File: src/rtl/mem_port_arbiter_if.sv
// rtl/mem_port_arbiter_if.sv - requester handshake bundle for one port of mem_port_arbiter
interface mem_port_arbiter_if #(
  parameter int AW = 16,
  parameter int DW = 16
);
  logic          req;
  logic          we;
  logic [AW-1:0] addr;
  logic [DW-1:0] wdata;
  logic [DW-1:0] rdata;
  logic          ack;
  logic          stall;

  modport master (output req, we, addr, wdata, input rdata, ack, stall);
  modport slave  (input req, we, addr, wdata, output rdata, ack, stall);
endinterface

File: src/rtl/mem_port_arbiter.sv
// rtl/mem_port_arbiter.sv - shares one single-ported memory between the core (C) and loader/DMA (D)
module mem_port_arbiter #(
  parameter int AW     = 16,
  parameter int DW     = 16,
  parameter int RD_LAT = 1,
  parameter int RR     = 1
) (
  input  logic              CLK,
  input  logic              Reset,
  mem_port_arbiter_if.slave c_if,
  mem_port_arbiter_if.slave d_if,
  output logic              m_en,
  output logic              m_we,
  output logic [AW-1:0]     m_addr,
  output logic [DW-1:0]     m_wdata,
  input  logic [DW-1:0]     m_rdata,
  output logic              busy,
  output logic              gnt_d
);

  typedef enum logic [1:0] {S_IDLE, S_ACCESS, S_WAIT, S_DONE} state_t;

  localparam logic [2:0] LAT = 3'(RD_LAT);

  state_t        state_q, state_d;
  logic          owner_q, owner_d;
  logic          prio_q, prio_d;
  logic          we_q, we_d;
  logic [AW-1:0] addr_q, addr_d;
  logic [DW-1:0] wdata_q, wdata_d;
  logic [2:0]    cnt_q, cnt_d;
  logic [DW-1:0] c_rdata_q, c_rdata_d;
  logic [DW-1:0] d_rdata_q, d_rdata_d;
  logic          win;

  always_ff @(posedge CLK or posedge Reset) begin
    if (Reset) begin
      state_q   <= S_IDLE;
      owner_q   <= 1'b0;
      prio_q    <= 1'b0;
      we_q      <= 1'b0;
      addr_q    <= '0;
      wdata_q   <= '0;
      cnt_q     <= '0;
      c_rdata_q <= '0;
      d_rdata_q <= '0;
    end else begin
      state_q   <= state_d;
      owner_q   <= owner_d;
      prio_q    <= prio_d;
      we_q      <= we_d;
      addr_q    <= addr_d;
      wdata_q   <= wdata_d;
      cnt_q     <= cnt_d;
      c_rdata_q <= c_rdata_d;
      d_rdata_q <= d_rdata_d;
    end
  end

  always_comb begin
    state_d   = state_q;
    owner_d   = owner_q;
    prio_d    = prio_q;
    we_d      = we_q;
    addr_d    = addr_q;
    wdata_d   = wdata_q;
    cnt_d     = cnt_q;
    c_rdata_d = c_rdata_q;
    d_rdata_d = d_rdata_q;
    win       = 1'b0;
    case (state_q)
      S_IDLE: begin
        if (c_if.req || d_if.req) begin
          // D wins when alone, or on contention only if round-robin says it is D's turn
          win     = d_if.req && (!c_if.req || ((RR != 0) && prio_q));
          owner_d = win;
          we_d    = win ? d_if.we    : c_if.we;
          addr_d  = win ? d_if.addr  : c_if.addr;
          wdata_d = win ? d_if.wdata : c_if.wdata;
          state_d = S_ACCESS;
        end
      end
      S_ACCESS: begin
        if (we_q) begin
          state_d = S_DONE;
        end else begin
          state_d = S_WAIT;
          cnt_d   = LAT;
        end
      end
      S_WAIT: begin
        cnt_d = cnt_q - 3'd1;
        if (cnt_q == 3'd1) begin
          if (owner_q) d_rdata_d = m_rdata;
          else         c_rdata_d = m_rdata;
          state_d = S_DONE;
        end
      end
      S_DONE: begin
        if (RR != 0) prio_d = ~owner_q;
        state_d = S_IDLE;
      end
      default: state_d = S_IDLE;
    endcase
  end

  assign m_en    = (state_q == S_ACCESS);
  assign m_we    = m_en && we_q;
  assign m_addr  = addr_q;
  assign m_wdata = wdata_q;
  assign busy    = (state_q != S_IDLE);
  assign gnt_d   = owner_q;

  assign c_if.ack   = (state_q == S_DONE) && !owner_q;
  assign d_if.ack   = (state_q == S_DONE) && owner_q;
  assign c_if.rdata = c_rdata_q;
  assign d_if.rdata = d_rdata_q;
  assign c_if.stall = c_if.req && !c_if.ack;
  assign d_if.stall = d_if.req && !d_if.ack;

endmodule

File: src/flat_wrapper.sv
// flat-port wrapper written by rule: the top's interface ports become plain ports
module mem_port_arbiter_flat 
#(
  parameter int AW     = 16,
  parameter int DW     = 16,
  parameter int RD_LAT = 1,
  parameter int RR     = 1
)
  (CLK, Reset, m_en, m_we, m_addr, m_wdata, m_rdata, busy, gnt_d, c_if_req, c_if_we, c_if_addr, c_if_wdata, c_if_rdata, c_if_ack, c_if_stall, d_if_req, d_if_we, d_if_addr, d_if_wdata, d_if_rdata, d_if_ack, d_if_stall);
  mem_port_arbiter_if #(.AW(AW), .DW(DW)) c_if_i ();
  mem_port_arbiter_if #(.AW(AW), .DW(DW)) d_if_i ();
  input  logic CLK;
  input  logic Reset;
  output logic m_en;
  output logic m_we;
  output logic [AW-1:0] m_addr;
  output logic [DW-1:0] m_wdata;
  input  logic [DW-1:0] m_rdata;
  output logic busy;
  output logic gnt_d;
  input wire logic [$bits(c_if_i.req)-1:0] c_if_req;
  input wire logic [$bits(c_if_i.we)-1:0] c_if_we;
  input wire logic [$bits(c_if_i.addr)-1:0] c_if_addr;
  input wire logic [$bits(c_if_i.wdata)-1:0] c_if_wdata;
  output wire logic [$bits(c_if_i.rdata)-1:0] c_if_rdata;
  output wire logic [$bits(c_if_i.ack)-1:0] c_if_ack;
  output wire logic [$bits(c_if_i.stall)-1:0] c_if_stall;
  input wire logic [$bits(d_if_i.req)-1:0] d_if_req;
  input wire logic [$bits(d_if_i.we)-1:0] d_if_we;
  input wire logic [$bits(d_if_i.addr)-1:0] d_if_addr;
  input wire logic [$bits(d_if_i.wdata)-1:0] d_if_wdata;
  output wire logic [$bits(d_if_i.rdata)-1:0] d_if_rdata;
  output wire logic [$bits(d_if_i.ack)-1:0] d_if_ack;
  output wire logic [$bits(d_if_i.stall)-1:0] d_if_stall;
  assign c_if_i.req = c_if_req;
  assign c_if_i.we = c_if_we;
  assign c_if_i.addr = c_if_addr;
  assign c_if_i.wdata = c_if_wdata;
  assign c_if_rdata = c_if_i.rdata;
  assign c_if_ack = c_if_i.ack;
  assign c_if_stall = c_if_i.stall;
  assign d_if_i.req = d_if_req;
  assign d_if_i.we = d_if_we;
  assign d_if_i.addr = d_if_addr;
  assign d_if_i.wdata = d_if_wdata;
  assign d_if_rdata = d_if_i.rdata;
  assign d_if_ack = d_if_i.ack;
  assign d_if_stall = d_if_i.stall;
  mem_port_arbiter #(.AW(AW), .DW(DW), .RD_LAT(RD_LAT), .RR(RR)) u_core (.CLK(CLK), .Reset(Reset), .c_if(c_if_i), .d_if(d_if_i), .m_en(m_en), .m_we(m_we), .m_addr(m_addr), .m_wdata(m_wdata), .m_rdata(m_rdata), .busy(busy), .gnt_d(gnt_d));
endmodule
File: config.mk
export PLATFORM = sky130hd
export DESIGN_NAME = mem_port_arbiter_flat
export DESIGN_NICKNAME = d
export VERILOG_FILES = /design/src/rtl/mem_port_arbiter_if.sv /design/src/rtl/mem_port_arbiter.sv /design/src/flat_wrapper.sv
export SDC_FILE = /design/constraint.sdc
export NUM_CORES = 1
export LEC_CHECK = 0
export ABC_AREA = 1
export ABC_CLOCK_PERIOD_IN_PS = 2600
export CAP_MARGIN = 20
export CORE_MARGIN = 3
export CORE_UTILIZATION = 42
export CTS_BUF_LIST = sky130_fd_sc_hd__clkbuf_16
export DETAILED_ROUTE_END_ITERATION = 7
export GPL_ROUTABILITY_DRIVEN = 0
export GPL_TIMING_DRIVEN = 0
export PLACE_DENSITY = 0.79
export SETUP_SLACK_MARGIN = 0.2
export SLEW_MARGIN = 10
export SYNTH_ARGS = -nofsm -noshare
export SYNTH_HDL_FRONTEND = slang
export SYNTH_SLANG_ARGS = --single-unit
File: constraint.sdc
create_clock -name CLK -period 2.6 [get_ports CLK]
set_clock_uncertainty 0.15 [all_clocks]
set_input_delay 0.52 -clock CLK [delete_from_list [all_inputs] [get_ports CLK]]
set_output_delay 0.52 -clock CLK [all_outputs]
set_load 0.005 [all_outputs]
**After elaboration in Yosys (flattened, before gate mapping)**

Index checks and enable logic that the tools add are counted.
Widths: inputs -> output; s select.

- Muxes and demuxes: 9
- Bitwise gates (word level): 1
- Reduce and logical (&&, ||, !) cells: 20
- Eq/ne operators: 7
- Add/sub/neg operators: 1

Operators with widths:

| operator | number |
|---|---|
| $mux 16 | 2 |
| $pmux 2 s4 | 1 |
| $logic_and 1x1->1 | 6 |
| $pmux 3 s2 | 1 |
| $reduce_and 2->1 | 3 |
| $reduce_and 3->1 | 2 |
| $eq 2x2->1 const B | 2 |
| $logic_not 1->1 | 4 |
| $mux 2 | 2 |
| $ne 2x1->1 const B | 2 |
| $reduce_bool 2->1 | 2 |
| $eq 3x1->1 const B | 1 |
| $mux 3 | 1 |
| $sub 3x1->3 const B | 1 |
| $eq 2x1->1 const B | 1 |
| $logic_not 2->1 | 1 |
| $logic_or 1x1->1 | 2 |
| $mux 1 | 2 |
| $ne 2x2->1 const B | 1 |
| $not 1->1 | 1 |

- Flip-flop bits (word level): 72
- Input port bits: 86
- Logic and storage cells: 47
- Output and inout bits: 72

**Logic depth before layout (Yosys ltp)**

- Word-level depth: 4
- Depth in mapped cells: 8
- Gate-level depth less buffers: 8

**Worst setup path before layout**

OpenSTA, ideal clock, no wires.

- Path kind: reg2out
- Start: reg u_core.state_q[0]
- End: out c_if_stall
- Buffers on the path: 0
- Arrival time: 0.848 ns
- Cell stages (with the launch flop): 5
- Slack: 1.082 ns
- Required time: 1.930 ns
- Cell sequence: dfrtp_1 > ha_1 > nand2_1 > inv_1 > nor2_1

- Longest elaborated chain between the ends: 4

RTL lines:

| what | line | text |
|---|---|---|
| start, declared | mem_port_arbiter.sv:25 | `state_t state_q, state_d;` |
| start signal, assigned | mem_port_arbiter.sv:48 | `state_q <= state_d;` |
| $eq 2x2->1 | mem_port_arbiter.sv:114 | `assign c_if.ack = (state_q == S_DONE) && !owner_q;` |
| $logic_and 1x1->1 | mem_port_arbiter.sv:114 |  |
| named net c_if_ack | flat_wrapper.sv:26 | `output wire logic [$bits(c_if_i.ack)-1:0] c_if_ack;` |
| $logic_not 1->1 | mem_port_arbiter.sv:118 | `assign c_if.stall = c_if.req && !c_if.ack;` |
| $logic_and 1x1->1 | mem_port_arbiter.sv:118 |  |
| end, declared | flat_wrapper.sv:27 | `output wire logic [$bits(c_if_i.stall)-1:0] c_if_stall;` |

The timed path passes the listed nets, and every way through them passes these cells.

**Worst setup path after layout**

- Start: reg u_core.state_q[1]
- End: out m_we

- Longest elaborated chain between the ends: 2

RTL lines:

| what | line | text |
|---|---|---|
| $eq 2x1->1 | mem_port_arbiter.sv:107 | `assign m_en = (state_q == S_ACCESS);` |
| $logic_and 1x1->1 | mem_port_arbiter.sv:108 | `assign m_we = m_en && we_q;` |
| end, declared | flat_wrapper.sv:15 | `output logic m_we;` |

No other way between the ends.

==> flow_summary.json <==
{
  "ff2ff_setup_slack_ps": 820,
  "crit_path_max_incr_delay_ps": 490,
  "share_clk_of_total_power_pct": 20.0,
  "timing.final.ws_setup_ps": 224,
  "cts_inserted_buffers": 9,
  "worst_slew_margin_rel_pct": 46.6,
  "cts_tree": "done",
  "crit_top_cell": "inv_1",
  "syn_avg_cell_area_sq_um": 7.72,
  "rows": 33,
  "final_non_filler_cell_area_sq_um": 5620,
  "core_area_sq_um": 8260,
  "dieHeight_um": 98.5,
  "rr_startpoint": "u_core.state_q[0]$_DFFE_PP0P_",
  "drv.max_cap_violation_count": 0,
  "inserted_diodes": 0,
  "crit_path_start": "u_core.state_q[1]$_DFFE_PP0P_",
  "cts_sinks": 72,
  "proportion_of_register_bits_with_asynchronous_set_or_reset_after_synthesis_pct": 100,
  "syn_inst": 465,
  "finalPower_w": 0.00601,
  "initial_core_util_pct": 43.5,
  "clock_tree.root_cell": "clkbuf_16",
  "routed_wire_length_per_instance_um": 13.4,
  "netlist-cell-type-count": 18,
  "top_library_cells_by_usage_in_the_layout_fill_and_taps_aside": "clkdlybuf4s50_1, nand2_1, inv_1, dfrtp_1, nand3_1",
  "setup-tns-final_ps": 0,
  "path_clk_slew_ps": 60,
  "grt_pass1_vias": 3520,
  "synth_seq_cells": 72,
  "grt_start_max_net_pins": 38,
  "crit_path_max_fanout": 5,
  "grt-ovfl-total": 0,
  "worst_r2r_path_depth": 5,
  "worst_setup_path_endpoint": "m_we",
  "synth_nets": 557,
  "worst-endpoint-required_ps": 1930,
  "leakage_nw": 2.95,
  "endpoint_kind": "primary output",
  "seq_area_frac_synth_pct": 50.2,
  "drt_pre_antenna_iters": 4,
  "pin_count": 158,
  "worst_ir_drop_vdd_mv": 0.416,
  "syn_to_final_growth_pct": 56.6,
  "synth.cell_area_sq_um": 3590,
  "hold_path_class": "flop to flop",
  "num-fill-cells": 677,
  "slew_violations": 0,
  "crit_arrival_ps": 1710,
  "drive_gt1_share_pct": 8.61,
  "setup_viol_count_final": 0,
  "synth_ff_type": "dfrtp_1",
  "p_int_w": 0.00396,
  "antenna_violating_nets_post_route": 0,
  "grt_setup_unrepaired": "true",
  "max_slew.worst_pin.slew_ps": 800,
  "status": "finished clean",
  "initial_antenna_violation_count": 0,
  "mostFrequentLayoutCell": "clkdlybuf4s50_1",
  "place.detailed.hpwl_um": 7710,
  "startpoint_kind_of_the_worst_setup_timing_path": "flop",
  "final_period_minus_worst_setup_slack_ps": 2380,
  "die-area_sq_um": 9700,
  "combinationalPowerShare_pct": 46.4,
  "finalHoldViolCount": 0,
  "crit_slowest_cell": "clkdlybuf4s50_1",
  "post_drt_via_cell_ratio": 4.70,
  "whs_ps": 329,
  "postPlaceCellArea_sq_um": 5310,
  "share_of_power_burned_in_registers_pct": 33.7,
  "chipWidth_um": 98.5,
  "clock_path_buffers": 2,
  "path_cells": "inv_1 -> ha_2 -> nand2_1 -> inv_1 -> clkdlybuf4s50_1",
  "groute.usage.overall_pct": 20.9,
  "power.switching_w": 0.00205,
  "p_per_area_nw_per_um2": 1070,
  "crit_type": "flop to primary output",
  "synthesis.yosys.warnings": 0,
  "via_count": 3500,
  "period_share_pct": 91.4,
  "drc_errors": 0,
  "port_buffers": 156,
  "clkLatencyLatePin_ps": 320,
  "fin_nets": 726,
  "grt_pass1_wl_um": 16600,
  "drt_wl_total_um": 9930,
  "r2r_end": "u_core.d_if.rdata[0]$_DFFE_PP0P_",
  "switching_share_pct": 34.0,
  "dr.first_iter.drc_count": 121,
  "max_clock_freq_ghz": 0.421,
  "ctsHtreeMaxLevel": 3,
  "dp_worst_setup_slack_ps": 83.1,
  "number_of_flops_mapped_to_enable_cells_by_yosys": 0
}
worst max-delay path: cells and delay by family, from the launching register on:
| family | cells | cell delay (ps) |
|---|---|---|
| simple gates | 1 | 90 |
| fa+ha+maj | 1 | 210 |
| buf+inv | 3 | 660 |
| flops | 1 | 420 |
layer usage:
layer  global-route usage [%]  share of wire (%)
met4                     7.56                2.3
met1                     28.4                 44
met2                     34.1                 47
met5                        0                  0
met3                     3.47                7.0
worst min path at each step:
stage | startpoint | endpoint | cells past startpoint
final | u_core.m_addr[7]$_DFFE_PP0P_ | u_core.m_addr[7]$_DFFE_PP0P_ | 2
after global routing | u_core.d_if.rdata[9]$_DFFE_PP0P_ | u_core.d_if.rdata[9]$_DFFE_PP0P_ | 2
after CTS | u_core.m_addr[7]$_DFFE_PP0P_ | u_core.m_addr[7]$_DFFE_PP0P_ | 2
after detailed placement | u_core.m_addr[7]$_DFFE_PP0P_ | u_core.m_addr[7]$_DFFE_PP0P_ | 2
after global placement | u_core.m_addr[9]$_DFFE_PP0P_ | u_core.m_addr[9]$_DFFE_PP0P_ | 2
after floorplan | u_core.we_q$_DFFE_PP0P_ | u_core.we_q$_DFFE_PP0P_ | 2
cell families (layout without fill, tap and decap cells):
group,Yosys count,after routing,share of synthesized area (%)
buf+inv,122,296,14.2
simple gates,226,226,27.7
compound gates,38,38,5.64
fa+ha+maj,6,6,2.09
xor+xnor,1,1,0.244
flops,72,72,50.2
sequential cells by signal, summed over array words and instances (netlist names):
name               cells
u_core.state_q         2
u_core.we_q            1
u_core.c_if.rdata     16
u_core.cnt_q           3
u_core.d_if.rdata     16
u_core.m_addr         16
u_core.m_wdata        16
u_core.gnt_d           1
u_core.prio_q          1
through the flow:
stage               utilization (%)  std cells
CTS                            68.0        744
finish                         68.1        744
detailed placement             64.3        727
floorplan                         -        465
global placement               64.0        726
global route                   68.1        744
Yosys cell counts, types with 2 or more instances:
library cell	count	area [sq um]
nand2_1	148	556
buf_2	11	55.1
nand3_1	62	310
nand3_2	10	100
nand2_2	2	12.5
buf_6	3	33.8
clkbuf_1	4	15.0
ha_1	6	75.1
o21ai_0	35	175
inv_1	99	372
dfrtp_1	72	1800
buf_4	4	30.0
nor2_1	4	15.0
power groups by stage:
stage / logic, W / registers [W] / clock network [W]
final: 0.00279 / 0.00202 / 0.00120
after global routing: 0.00309 / 0.00210 / 0.00127
after CTS: 0.00282 / 0.00202 / 0.00123
after detailed placement: 0.00280 / 0.00203 / 0
after global placement: 0.00270 / 0.00201 / 0
after floorplan: 0.00119 / 0.00203 / 0
cell type report:
class / count / area, sq um / share of cell area (%)
inverter: 100 / 379 / 6.74
multi-input combinational: 271 / 1290 / 22.9
clock buffer: 9 / 225 / 4.00
sequential: 72 / 1800 / 32.0
buffer: 22 / 134 / 2.38
timing repair buffer: 158 / 1590 / 28.3
clock inverter: 7 / 72.6 / 1.29
tap: 105 / 131 / 2.34
timing repair:
action,4_1_cts,5_1_grt
resized for setup,2,5
setup buffers,1,0
setup endpoints to repair,2,4
pin swaps,0,0
hold buffers,0,0
No activity file was read; power rests on OpenSTA's default activity.
